`config.mk`:
```
export PLATFORM = sky130hd
export DESIGN_NAME = pci_initiator_flat
export DESIGN_NICKNAME = d
export VERILOG_FILES = /design/src/rtl/pci_initiator_if.sv /design/src/rtl/pci_initiator.sv /design/src/flat_wrapper.sv
export SDC_FILE = /design/constraint.sdc
export NUM_CORES = 1
export LEC_CHECK = 0
export CAP_MARGIN = 20
export CORE_MARGIN = 5
export CORE_UTILIZATION = 41
export CTS_CLUSTER_DIAMETER = 60
export DETAILED_ROUTE_END_ITERATION = 6
export HOLD_SLACK_MARGIN = 0.08
export PLACE_DENSITY = 0.66
export SYNTH_ARGS = -nofsm -noshare
export SYNTH_HDL_FRONTEND = slang
export SYNTH_SLANG_ARGS = --single-unit
```
`constraint.sdc`:
```
create_clock -name clk -period 14.5 [get_ports clk]
set_input_delay 3.625 -clock clk [delete_from_list [all_inputs] [get_ports clk]]
set_output_delay 3.625 -clock clk [all_outputs]
set_load 0.02 [all_outputs]
```
`src/rtl/pci_initiator_if.sv`:
```
// Shared initiator/target bus: request/grant, frame, handshake and address/data.
// All control lines are active-low; oe qualifies the initiator-driven signals.
interface pci_initiator_if;
  logic        req;
  logic        gnt;
  logic        frame;
  logic        irdy;
  logic        trdy;
  logic        oe;
  logic [31:0] ad;

  modport master (output req, frame, irdy, ad, oe, input gnt, trdy);
  modport slave  (input req, frame, irdy, ad, oe, output gnt, trdy);
endinterface

```
`src/rtl/pci_initiator.sv`:
```
// Bus-master initiator: buffers write data in a FIFO, then arbitrates for the bus and
// bursts it out with the irdy/trdy handshake, re-requesting on grant loss.
module pci_initiator #(
  parameter int unsigned DEPTH   = 8,
  parameter int unsigned LEN_W   = 4,
  parameter int unsigned TIMEOUT = 16
) (
  input  logic             clk,
  input  logic             rst,
  input  logic [31:0]      wdata,
  input  logic             wvalid,
  output logic             wready,
  input  logic             cmd_valid,
  output logic             cmd_ready,
  input  logic [31:0]      cmd_addr,
  input  logic [LEN_W-1:0] cmd_len,
  pci_initiator_if.master  bus,
  output logic             busy,
  output logic             done,
  output logic             err
);
  localparam int unsigned PtrW  = $clog2(DEPTH);
  localparam int unsigned CntW  = PtrW + 1;
  localparam int unsigned WaitW = $clog2(TIMEOUT + 1);

  typedef enum logic [2:0] {StIdle, StReq, StAddr, StData, StTurn} state_e;

  state_e           state_q, state_d;
  logic [31:0]      addr_q, addr_d;
  logic [LEN_W-1:0] rem_q, rem_d;
  logic [WaitW-1:0] wait_q, wait_d;
  logic             req_q, req_d, frame_q, frame_d, irdy_q, irdy_d, oe_q, oe_d;
  logic [31:0]      ad_q, ad_d;
  logic             done_q, done_d, err_q, err_d;

  logic [31:0]      mem [DEPTH];
  logic [PtrW-1:0]  wptr_q, rptr_q;
  logic [CntW-1:0]  count_q;
  logic             push, pop, flush;

  assign wready    = (count_q != CntW'(DEPTH));
  assign push      = wvalid && wready && !flush;
  assign cmd_ready = (state_q == StIdle) && (32'(count_q) >= 32'(cmd_len));
  assign busy      = (state_q != StIdle);
  assign done      = done_q;
  assign err       = err_q;
  assign bus.req   = req_q;
  assign bus.frame = frame_q;
  assign bus.irdy  = irdy_q;
  assign bus.oe    = oe_q;
  assign bus.ad    = ad_q;

  always_ff @(posedge clk) begin
    if (push) mem[wptr_q] <= wdata;
  end

  always_ff @(posedge clk) begin
    if (rst || flush) begin
      wptr_q  <= '0;
      rptr_q  <= '0;
      count_q <= '0;
    end else begin
      if (push) wptr_q <= wptr_q + PtrW'(1);
      if (pop)  rptr_q <= rptr_q + PtrW'(1);
      case ({push, pop})
        2'b10:   count_q <= count_q + CntW'(1);
        2'b01:   count_q <= count_q - CntW'(1);
        default: count_q <= count_q;
      endcase
    end
  end

  always_comb begin
    state_d = state_q;
    addr_d  = addr_q;
    rem_d   = rem_q;
    wait_d  = wait_q;
    req_d   = 1'b1;
    frame_d = 1'b1;
    irdy_d  = 1'b1;
    oe_d    = 1'b0;
    ad_d    = '0;
    done_d  = 1'b0;
    err_d   = 1'b0;
    pop     = 1'b0;
    flush   = 1'b0;
    unique case (state_q)
      StIdle: begin
        if (cmd_valid && cmd_ready) begin
          addr_d = cmd_addr;
          rem_d  = cmd_len;
          if (cmd_len == '0) begin
            done_d = 1'b1;
          end else begin
            state_d = StReq;
            req_d   = 1'b0;
          end
        end
      end
      StReq: begin
        req_d = 1'b0;
        // Bus idle: frame and trdy both deasserted while we hold the grant.
        if (!bus.gnt && bus.frame && bus.trdy) begin
          state_d = StAddr;
          req_d   = 1'b1;
          oe_d    = 1'b1;
          frame_d = 1'b0;
          ad_d    = addr_q;
        end
      end
      StAddr: begin
        state_d = StData;
        oe_d    = 1'b1;
        irdy_d  = 1'b0;
        frame_d = (rem_q == LEN_W'(1));
        ad_d    = mem[rptr_q];
      end
      StData: begin
        oe_d   = 1'b1;
        irdy_d = 1'b0;
        if (!bus.trdy) begin
          pop    = 1'b1;
          addr_d = addr_q + 32'd4;
          rem_d  = rem_q - LEN_W'(1);
          wait_d = '0;
          if (rem_q == LEN_W'(1) || frame_q) begin
            state_d = StTurn;
            oe_d    = 1'b0;
            irdy_d  = 1'b1;
          end else begin
            frame_d = (rem_q == LEN_W'(2)) || bus.gnt;
            ad_d    = mem[rptr_q + PtrW'(1)];
          end
        end else begin
          wait_d  = wait_q + WaitW'(1);
          // A grant lost during a wait turns the pending phase into the final one.
          frame_d = frame_q || bus.gnt;
          ad_d    = ad_q;
          if (wait_q == WaitW'(TIMEOUT - 1)) begin
            state_d = StIdle;
            oe_d    = 1'b0;
            irdy_d  = 1'b1;
            frame_d = 1'b1;
            ad_d    = '0;
            wait_d  = '0;
            err_d   = 1'b1;
            flush   = 1'b1;
          end
        end
      end
      StTurn: begin
        if (rem_q == '0) begin
          state_d = StIdle;
          done_d  = 1'b1;
        end else begin
          state_d = StReq;
          req_d   = 1'b0;
        end
      end
      default: state_d = StIdle;
    endcase
  end

  always_ff @(posedge clk) begin
    if (rst) begin
      state_q <= StIdle;
      addr_q  <= '0;
      rem_q   <= '0;
      wait_q  <= '0;
      req_q   <= 1'b1;
      frame_q <= 1'b1;
      irdy_q  <= 1'b1;
      oe_q    <= 1'b0;
      ad_q    <= '0;
      done_q  <= 1'b0;
      err_q   <= 1'b0;
    end else begin
      state_q <= state_d;
      addr_q  <= addr_d;
      rem_q   <= rem_d;
      wait_q  <= wait_d;
      req_q   <= req_d;
      frame_q <= frame_d;
      irdy_q  <= irdy_d;
      oe_q    <= oe_d;
      ad_q    <= ad_d;
      done_q  <= done_d;
      err_q   <= err_d;
    end
  end
endmodule

```
`src/flat_wrapper.sv`:
```
// flat-port wrapper written by rule: the top's interface ports become plain ports
module pci_initiator_flat 
#(
  parameter int unsigned DEPTH   = 8,
  parameter int unsigned LEN_W   = 4,
  parameter int unsigned TIMEOUT = 16
)
  (clk, rst, wdata, wvalid, wready, cmd_valid, cmd_ready, cmd_addr, cmd_len, busy, done, err, bus_req, bus_frame, bus_irdy, bus_ad, bus_oe, bus_gnt, bus_trdy);
  pci_initiator_if bus_i ();
  input  logic clk;
  input  logic rst;
  input  logic [31:0] wdata;
  input  logic wvalid;
  output logic wready;
  input  logic cmd_valid;
  output logic cmd_ready;
  input  logic [31:0] cmd_addr;
  input  logic [LEN_W-1:0] cmd_len;
  output logic busy;
  output logic done;
  output logic err;
  output wire logic [$bits(bus_i.req)-1:0] bus_req;
  output wire logic [$bits(bus_i.frame)-1:0] bus_frame;
  output wire logic [$bits(bus_i.irdy)-1:0] bus_irdy;
  output wire logic [$bits(bus_i.ad)-1:0] bus_ad;
  output wire logic [$bits(bus_i.oe)-1:0] bus_oe;
  input wire logic [$bits(bus_i.gnt)-1:0] bus_gnt;
  input wire logic [$bits(bus_i.trdy)-1:0] bus_trdy;
  assign bus_req = bus_i.req;
  assign bus_frame = bus_i.frame;
  assign bus_irdy = bus_i.irdy;
  assign bus_ad = bus_i.ad;
  assign bus_oe = bus_i.oe;
  assign bus_i.gnt = bus_gnt;
  assign bus_i.trdy = bus_trdy;
  pci_initiator #(.DEPTH(DEPTH), .LEN_W(LEN_W), .TIMEOUT(TIMEOUT)) u_core (.clk(clk), .rst(rst), .wdata(wdata), .wvalid(wvalid), .wready(wready), .cmd_valid(cmd_valid), .cmd_ready(cmd_ready), .cmd_addr(cmd_addr), .cmd_len(cmd_len), .bus(bus_i), .busy(busy), .done(done), .err(err));
endmodule
```
# [After elaboration in Yosys (flattened, before gate mapping)]
# Memories as Yosys holds them, arrays and structs flattened. A register that Yosys moved wholly into a read port is not among the register bits.
# Index checks and enable logic that the tools add are counted.
[word_totals] register_bits=92 memories=1 out_inout_bits=41 ramBits=256 word_cells=109
[memory_table] name="u_core.mem" words=8 word_bits=32 rd=2 rd_clocked_by_memory_dff=1 wr=1 line_no="pci_initiator.sv:36" source="logic [31:0] mem [DEPTH];"
[classes] muxes=50 n_reduce_logical=20 eq_ne=16 add_sub_neg=7 magnitude_cmp=1
[op_table] cell="$mux 32" n=6
[op_table] cell="$pmux 32 s3" n=1
[op_table] cell="$pmux 32 s2" n=1
[op_table] cell="$add 32x3->32 const B" n=1
[op_table] cell="$mux 3" n=8
[op_table] cell="$mux 1" n=22
[op_table] cell="$pmux 4 s2" n=2
[op_table] cell="$pmux 3 s5" n=1
[op_table] cell="$mux 5" n=2
[op_table] cell="$pmux 1 s3" n=3
[op_table] cell="$logic_not 4->1" n=2
[op_table] cell="$mux 4" n=2
[op_table] cell="$sub 4x1->4 const B" n=2
[op_table] cell="$add 3x1->3 const B" n=2
[op_table] cell="$eq 3x2->1 const B" n=2
[op_table] cell="$logic_and 1x1->1" n=6
[op_table] cell="$ne 2x2->1 const B" n=3
[op_table] cell="$ne 3x2->1 const B" n=2
[op_table] cell="$add 5x1->5 const B" n=1
[op_table] cell="$eq 5x4->1 const B" n=1
[op_table] cell="$reduce_and 5->1" n=1
[op_table] cell="$add 4x1->4 const B" n=1
[op_table] cell="$eq 4x1->1 const B" n=1
[op_table] cell="$eq 4x2->1 const B" n=1
[op_table] cell="14 further kinds" n=20

# [Depth between registers and ports, before layout]
[depth] depth_word=8 depth_mapped=10 depth_no_buf=10

# [Worst setup path after synthesis]
# OpenSTA, ideal clock, no wires.
[synth_path] path_type="input port to output port" from="input port cmd_len[1]" to="output port cmd_ready" path_stages=5 path_slack_ps=6240 path_buffers=0 required_time_ps=10875 arrival_time_ps=4635 cell_sequence="inv_1 -> ha_1 -> inv_1 -> o21a_1 -> nor3_1"
[synth_via] elab_chain_cells=2
[synth_lines] item="start: declaration" line_no="flat_wrapper.sv:18" source="input logic [LEN_W-1:0] cmd_len;"
[synth_lines] item="$ge 4x4->1" line_no="pci_initiator.sv:43" source="assign cmd_ready = (state_q == StIdle) && (32'(count_q) >= 32'(cmd_len));"
[synth_lines] item="$logic_and 1x1->1" line_no="pci_initiator.sv:43"
[synth_lines] item="end: declaration" line_no="flat_wrapper.sv:16" source="output logic cmd_ready;"
# No other way between the ends.

# [Worst setup path in the final report]
[layout_path] from="input port cmd_len[2]" to="output port cmd_ready"
# Same word-level chain as after synthesis.

==> results by group <==
Die
  • Row count: 73
  • Full die area: 44,100 sq um
  • Core Footprint: 39,600 sq um
  • IO Pins: 115
  • Starting density of the core: 41.4%
  • Chip Width: 210 microns
  • DIE HEIGHT: 210 microns

GRT
  • Gr usage total: 18.7%
  • Global-route wire length before repair: 63.9 mm
  • Initial antenna violation count: 5
  • Met3 usage: 4.24%
  • Vias in the first global route: 10,500
  • Met2 Resource Use GR: 30.6%
  • M1 GR Usage: 25.6%
  • Pin count of the biggest net entering global routing: 75
  • Gr ovfl total: 0
  • Gr busiest metal: met2

Finish
  • Layout cells sized above 1: 20.2%
  • Storage cell area: 9600 sq um
  • # nets final: 1,274
  • Layout fillers: 3,364
  • Util after Layout: 48.7%
  • Final Non-Filler Cells: 1,741
  • Area Growth Syn to Fin: 17.5%
  • Design area: 19,300 sq um
  • Multi-input gate area: 6530 sq um

Placed design
  • RePlAce Congestion: 0.832
  • DP Cell Count: 1,671
  • DP HPWL: 24.5 mm
  • Buffers on Ports: 114
  • Area after DPL: 18,100 sq um

CTS
  • CTS tree: done
  • Worst-Skew Late Latency: 540 ps
  • Num CTS Buffers: 38
  • Root buffer cell: clkbuf_16
  • Post-CTS Hold Fix Bufs: 0
  • Clock tree buffer depth: 3
  • Post-CTS sizing: 0
  • Clk pin slew, worst setup/hold paths: 60 ps
  • Clock H-tree levels: 2
  • Clk sinks: 351
  • Post-CTS setup buffers: 0

Setup path
  • Worst R2R Setup Slack: 11,020 ps
  • Slowest cell delay on critical path: 540 ps
  • Crit-path max FO: 3
  • Most frequent CP cell: clkdlybuf4s50_1
  • WP data required: 10,880 ps
  • Cell Chain, Critical Path: clkdlybuf4s50_1 > inv_1 > ha_1 > o21ai_0 > nor2b_1 > nor3_1 > clkdlybuf4s50_1
  • Reg-to-reg startpoint: u_core.state_q[1]
  • CP max-delay cell: clkdlybuf4s50_1
  • Crit Path Class: in -> out
  • Worst R2R End: u_core.count_q[3]
  • WP data arrival: 5550 ps
  • Cell family with most CP delay: buffers and inverters
  • Crit path buf inv count: 3
  • CP endpoint kind: primary output
  • Register-to-Register Path Depth: 9
  • Worst setup SP type: input pin

Yosys
  • Synth Flop Type: edfxtp_1
  • Warnings, synthesis: 0
  • Most numerous cell in the Yosys netlist: edfxtp_1
  • #FFs+latches synth: 351
  • Syn Std Cell Area: 16,400 sq um
  • Seq/Total Area, Yosys: 58.4%
  • Top post-synthesis cells by area: edfxtp_1 (47%), mux4_2 (18%), dfxtp_1 (12%)
  • Ys async rst share: 0%
  • Net Count, Synth: 1,181
  • Synthesized instance count: 1,093
  • Syn_area_per_cell: 15.0 sq um
  • Top cells by count, synth: edfxtp_1 (256), mux4_2 (128), dfxtp_1 (95), mux2i_1 (68), o21ai_0 (63)
  • Distinct cell type count after synthesis: 73
  • EDFF count, synth: 256
  • Post-synth top area cell: edfxtp_1
  • Top-area cell type share of the netlist area: 46.8%

Timing
  • Fin Clk Skew: 15.2 ps
  • Slew @ Worst Pin: 1020 ps
  • Worst relative slew slack: 31.0%
  • Fmax: 109 MHz
  • Fin. max-slew vios: 0
  • Final period util: 63.3%
  • Unrepaired setup endpoints after global routing: no
  • Setup violators final: 0
  • Worst Hold Slack: 472 ps
  • Tmin final: 9180 ps
  • Final TNS setup: 0 ps
  • Hold Vio Cnt, Final: 0

Detailed routing
  • Pre-Repair DR Iteration Count: 5
  • Via count: 10,400
  • Post-route ant nets: 0
  • Initial drt markers: 904
  • WL/cell: 24.2 microns
  • Post-route DRC: 0
  • Vias per cell: 5.98
  • Post-Route WL: 42.2 mm

Pwr
  • P_leak: 0.00577 uW
  • Pwr/cell area: 113 nW/um^2
  • Peak VDD IR: 0.0626 mV

Run status
  • Run status: complete, no violations

Hold path
  • HP Start: u_core.addr_q[0]
  • Hold Path Stages: 2
  • Type of the tightest min-delay check: reg -> reg
  • Hold path endpoint: u_core.addr_q[0]

Job
  • Max_cap viols: 0
[cell usage in the layout (no fill, tap or decap), drive strengths merged, types with 7 or more instances in the layout]
cell type and n:
nor4 7, nand4 8, ha 14, mux2i 68
a211oi 10, a21oi 50, clkdlybuf4s50 113, dfxtp 95
nor3 14, nor2 48, and2 8, edfxtp 256
a31oi 7, clkbuf 51, inv 16, nand3 23
nand2b 7, nand2 38, buf 23, clkinv 13
o21ai 64, o22a 33, a22oi 32, mux4 128
[registers in the layout (all words and copies together), names as in the netlist, 3 cells and up, named ones only]
name	cells
u_core.wptr_q	3
u_core.rptr_q	3
u_core.state_q	3
u_core.count_q	4
u_core.wait_q	5
u_core.mem	256
u_core.bus.ad	32
u_core.rem_q	4
u_core.addr_q	32
[per-layer routing]
metal,up-vias,wire (microns)
met5,-,46
met4,8,828
met3,68,3000
met2,337,20300
met1,5349,18000
li1,4657,-
[kinds of logic (layout without fill, tap and decap cells)]
group,Yosys count,after routing,synth area share (%)
DFF,351,351,58.4
AOI/OAI and AO/OA,244,244,10.0
muxes,196,196,21.7
and+or+nand+nor,185,185,6.01
buffers and inverters,96,218,2.41
adders and majority gates,14,14,1.07
xor gates and xnor gates,7,7,0.373
other,0,1,0
[metrics by stage]
stage	power (uW)	setup slack [ps]
6_report	2180	5320
5_1_grt	2260	5240
4_1_cts	2200	5330
3_5_place_dp	1300	5350
3_3_place_gp	1300	5370
2_1_floorplan	1230	6240
[worst max path at each step]
stage	start	depth (start not counted)	endpoint	slack [ps]
6_report	cmd_len[2]	7	cmd_ready	5320
5_1_grt	cmd_len[2]	7	cmd_ready	5240
4_1_cts	cmd_len[2]	7	cmd_ready	5330
3_5_place_dp	cmd_len[1]	7	cmd_ready	5350
3_3_place_gp	cmd_len[1]	7	cmd_ready	5370
2_1_floorplan	cmd_len[1]	5	cmd_ready	6240
[final cells by class]
class	instances	area share, %
repair buffers	136	6.74
clock buffers	51	5.28
diodes	1	0.0130
multi-input cells	646	33.8
inverters	13	0.253
well taps	525	3.40
flip-flops and latches	351	49.7
clock inverters	18	0.707
[tightest hold or removal path: stages, from the launching register on]
cell      delay, ps
dfxtp_1         310
nand2b_1         60
a21oi_1          50
[power by group]
part	internal (uW)	total (uW)	switching (uW)
combinational	68.6	152	83.1
sequential	1100	1130	23.1
clock	516	903	388
No activity file was read; power rests on OpenSTA's default activity.
==> variant 1, RTL diff (config.mk and constraints unchanged) <==
`TIMEOUT` is set to 16 in 2 places; all go to 32.
--- a/src/rtl/pci_initiator.sv
+++ b/src/rtl/pci_initiator.sv
@@ -5,3 +5,3 @@
   parameter int unsigned LEN_W   = 4,
-  parameter int unsigned TIMEOUT = 16
+  parameter int unsigned TIMEOUT = 32
 ) (
--- a/src/flat_wrapper.sv
+++ b/src/flat_wrapper.sv
@@ -5,3 +5,3 @@
   parameter int unsigned LEN_W   = 4,
-  parameter int unsigned TIMEOUT = 16
+  parameter int unsigned TIMEOUT = 32
 )
Behaviour: no difference found for any inputs over 4 cycles, from zero or initial values and one cycle with rst high; that may be too few to reach the edited logic, so the function may still have changed.
==> variant 1 against the unedited design <==
Sequential share of layout area shrank 0.25 points. Routed wire length up 1.4%. Die area grew 0.58%. Synthesized area is 0.61% higher. Setup slack worse by 74 ps. Total power up 2.7%. Final area is 0.71% higher. Sequential cell count rose by 1. Count of clock-buffer cells in the layout up 3. Via count increased by 1.6%. Critical path type unchanged. Largest cell class unchanged.
==> variant 1: results (changes against the unedited design) <==
[status]
status=finished clean

[pwr]
leakagePower_nw=5.94  ; +2.8%
ir_drop_mv=0.0730  ; +17%
switching_share=0.227  ; +0.000737

[global_route]
grt_antenna_before_repair=2  ; -3
grt_util_met3=0.0297  ; -0.0127
grt_use_met1=0.261  ; +0.00549
grt_max_degree=66  ; -12%
grt.total_usage=0.189  ; +0.00258
overflow=0  ; unchanged
grtUsageMet2=0.316  ; +0.0103
grt_pass1_wl_mm=64.8  ; +1.4%

[setup_path]
cpPeakStageDelay_ps=670  ; +130 ps
reg2reg_depth=6  ; -3
crit_family=buffers and inverters
crit_fanout=3  ; unchanged
worstPathArrival_ps=5620  ; +70 ps

[clock_tree]
postCtsSetupRepairBufs=0  ; unchanged
clk_pin_slew_ps=60  ; about the same
cts_buffers=39  ; +2.6%
clkLatencyLatePin_ps=530

[synth]
yosys_warnings=0  ; unchanged
synth_edf_count=256  ; unchanged
yosysUniqueCellTypes=74  ; +1.4%
synth_common_cells=edfxtp_1, mux4_2, nand2_1
synth_cells=1124  ; +2.8%
syn-num-nets=1212  ; +2.6%
synth.area.top_cells=edfxtp_1, mux4_2, dfxtp_1, nand2_1, mux2_2
yosysSeqAreaShare=0.582  ; -0.00233
async_flop_share=0  ; unchanged

[final_layout]
largest_reg_flops=256  ; unchanged
layout-drive-gt1-share=0.222  ; +0.0207
num-nets-final=1305  ; +2.4%
top_register=u_core.mem
fillCellCount=3403  ; +1.2%

[place]
io_buffer_count=114  ; unchanged
dp_cells=1701  ; +1.8%
hpwl_mm=25.2  ; +2.5%
placed_cell_area_um2=18200  ; +0.37%
place_ws_ps=5260  ; -94.7 ps
routabilityCongestion=0.820  ; -1.4%

[detailed_routing]
wl_mm=42.8  ; +1.4%
wl_met2_mm=20.9  ; +2.8%
post_drt_via_cell_ratio=5.97  ; -0.24%
drtIter0Drc=849  ; -6.1%
wl_met3_mm=2.56  ; -15%
drc=0  ; unchanged
wl_per_cell_um=24.1  ; -0.42%
wl_met1_mm=18.3  ; +1.5%

[sta]
skew_ps=15.2  ; -0.0183 ps
relSlewSlack=0.223  ; -0.0868

[worst_hold_path]
hold_depth=2  ; unchanged

==> variant 1: power groups by stage <==
stage          sequential (mW)  combinational (mW)  clock [mW]
5_1_grt                   1.14               0.176        1.01
3_3_place_gp              1.15               0.160           0
3_5_place_dp              1.15               0.163           0
2_1_floorplan             1.15              0.0909           0
6_report                  1.13               0.163       0.944
4_1_cts                   1.13               0.164       0.964
==> variant 1: layout make-up <==
| cell class | instances | area [um2] | area share |
|---|---|---|---|
| clock buffer | 54 | 1100 | 0.0567 |
| timing repair buffer | 135 | 1300 | 0.0667 |
| clock inverter | 16 | 123 | 0.00631 |
| sequential | 352 | 9620 | 0.495 |
| inverter | 13 | 48.8 | 0.00251 |
| tap | 525 | 657 | 0.0338 |
| antenna | 2 | 5.00 | 0.000258 |
| multi-input combinational | 676 | 6580 | 0.339 |
==> variant 1: worst paths after layout <==
path / slack, ps / endpoint / start
max: 5250 / cmd_ready / cmd_len[2]
min: 470 / u_core.wait_q[1]$_SDFFE_PP0P_ / u_core.wait_q[1]$_SDFFE_PP0P_
max reg2reg: 11590 / u_core.bus.ad[7]$_SDFFE_PP0P_ / u_core.rptr_q[0]$_SDFFE_PP0P_
min reg2reg: 470 / u_core.wait_q[1]$_SDFFE_PP0P_ / u_core.wait_q[1]$_SDFFE_PP0P_
==> variant 1: cells by family (layout without fill, tap and decap cells) <==
group,Yosys count,in the layout,share of synthesized area
flops,352,352,0.582
xor+xnor,9,9,0.00477
buf+inv,96,218,0.0251
fa+ha+maj,14,14,0.0106
other cells,0,2,0
mux,195,195,0.218
compound gates,210,210,0.0866
simple gates,248,248,0.0736
==> variant 1: worst min-delay path: stages (launching register included) <==
cell and delay [ps]:
dfxtp_1 320, nand2_1 60, a21oi_1 50
==> variant 2, RTL diff (same flow settings) <==
Made on the original files. Take the reset off `ad_q` and load it in a clocked block of its own.
--- a/src/rtl/pci_initiator.sv
+++ b/src/rtl/pci_initiator.sv
@@ -173,3 +173,2 @@
       oe_q    <= 1'b0;
-      ad_q    <= '0;
       done_q  <= 1'b0;
@@ -185,3 +184,2 @@
       oe_q    <= oe_d;
-      ad_q    <= ad_d;
       done_q  <= done_d;
@@ -190,2 +188,6 @@
   end
+
+  always_ff @(posedge clk) begin
+    ad_q <= ad_d;
+  end
 endmodule
Behaviour: differs if rst is asserted again (counterexample within 4 cycles, from zero or initial values and one cycle with rst high); with rst held inactive, the same outputs for 4 cycles.
==> variant 2 against the unedited design <==
Clock skew shrank 2.4 ps. Final area rose by 1.8%. Count of clock-buffer cells in the layout up 2. Sequential cell count is the same. Setup slack worse by 440 ps. Combinational power rose by 38%. Die area increased by 0.91%. Routed wire length decreased by 0.84%. Synthesized area increased by 0.96%. Largest power group unchanged. Total power up 9.0%.
==> variant 2: results (changes against the unedited design) <==
[final_layout]
num-nets-final=1269  ; -0.39%
fillCellCount=3329  ; -1.0%
layout-drive-gt1-share=0.204  ; +0.00232

[setup_path]
worst-r2r-setup-slack_ps=11350  ; +330 ps
r2r-start=u_core.rptr_q[0]$_SDFFE_PP0N_
critPathLaunch=cmd_len[0]
crit_slowest_cell=a2111oi_0
reg2reg_depth=6  ; -3
cpPeakStageDelay_ps=770  ; +230 ps

[detailed_routing]
post_drt_via_cell_ratio=5.97  ; -0.28%
wl_per_cell_um=24.1  ; -0.56%
drtIter0Drc=1051  ; +16%

[synth]
synth_common_cells=edfxtp_1, mux4_2, mux2i_1
syn-num-nets=1167  ; -1.2%
synth.area.top_cells=edfxtp_1, mux4_2, dfxtp_1, mux2i_1, a21o_1
synth_edf_count=288  ; +13%
yosysSeqAreaShare=0.598  ; +0.0138

[clock_tree]
cts_buffers=39  ; +2.6%

[status]
status=finished clean

[place]
placed_cell_area_um2=18300  ; +1.1%

[global_route]
grt_max_degree=66  ; -12%
grtUsageMet2=0.304  ; -0.00263
grt.total_usage=0.186  ; -0.000922

[sta]
tightest_slew_ps=1030  ; +7.19 ps
skew_ps=12.9  ; -2.37 ps

[pwr]
leakagePower_nw=6.28  ; +8.8%

-- variant 2: cell count changes in the layout (fill, tap and decap cells not counted), moves of 15 or more --
cell	change
nand2_1	+15
edfxtp_1	+32
o22a_1	-31
o22ai_1	+31
a21o_1	+33
dfxtp_1	-32
o21ai_0	-27
a22oi_1	-32
-- variant 2: worst min-delay path by stage --
stage	start	to	slack (ps)	cells after the start
2_1_floorplan	u_core.wait_q[1]$_SDFFE_PP0P_	u_core.wait_q[1]$_SDFFE_PP0P_	450	2
3_3_place_gp	u_core.wait_q[1]$_SDFFE_PP0P_	u_core.wait_q[1]$_SDFFE_PP0P_	460	2
3_5_place_dp	u_core.wait_q[1]$_SDFFE_PP0P_	u_core.wait_q[1]$_SDFFE_PP0P_	470	2
4_1_cts	u_core.wait_q[1]$_SDFFE_PP0P_	u_core.wait_q[1]$_SDFFE_PP0P_	480	2
5_1_grt	u_core.wait_q[1]$_SDFFE_PP0P_	u_core.wait_q[1]$_SDFFE_PP0P_	510	2
6_report	u_core.wait_q[1]$_SDFFE_PP0P_	u_core.wait_q[1]$_SDFFE_PP0P_	480	2
-- variant 2: per-layer routing --
layer  vias to the layer above  wire, um
li1                       4612         -
met1                      5260     17500
met2                       412     20200
met3                        66      3280
met4                        10       808
met5                         -        81
-- variant 2: report_power, final --
group	leakage, nW	total [mW]	switching, mW	internal, mW
logic	2.42	0.209	0.116	0.0931
registers	3.23	1.16	0.0299	1.13
clock network	0.633	1.01	0.384	0.628
total	6.28	2.38	0.530	1.85
-- variant 2: area by class of cell --
cell class / count / area share
sequential: 351 / 0.505
multi-input combinational: 632 / 0.323
clock inverter: 18 / 0.0120
timing repair buffer: 140 / 0.0680
clock buffer: 53 / 0.0550
tap: 525 / 0.0334
inverter: 17 / 0.00325
-- variant 2: logic make-up after synthesis --
kind of cell	synth area share
compound gates	0.0826
xor+xnor	0.00317
fa+ha+maj	0.0106
buf+inv	0.0244
flops	0.598
mux	0.215
simple gates	0.0664
-- variant 2: metrics by stage --
stage / util / setup slack, ps / std cells
floorplan: - / 5890 / 1079
global placement: 0.460 / 4870 / 1665
detailed placement: 0.460 / 4860 / 1665
CTS: 0.493 / 4860 / 1736
global route: 0.493 / 4760 / 1736
finish: 0.493 / 4880 / 1736
-- variant 2: critical path: cells and delay by family --
| kind | cells | cell delay (ps) |
|---|---|---|
| adders and majority gates | 1 | 300 |
| buffers and inverters | 2 | 1020 |
| AOI/OAI and AO/OA | 1 | 770 |
| and+or+nand+nor | 2 | 270 |
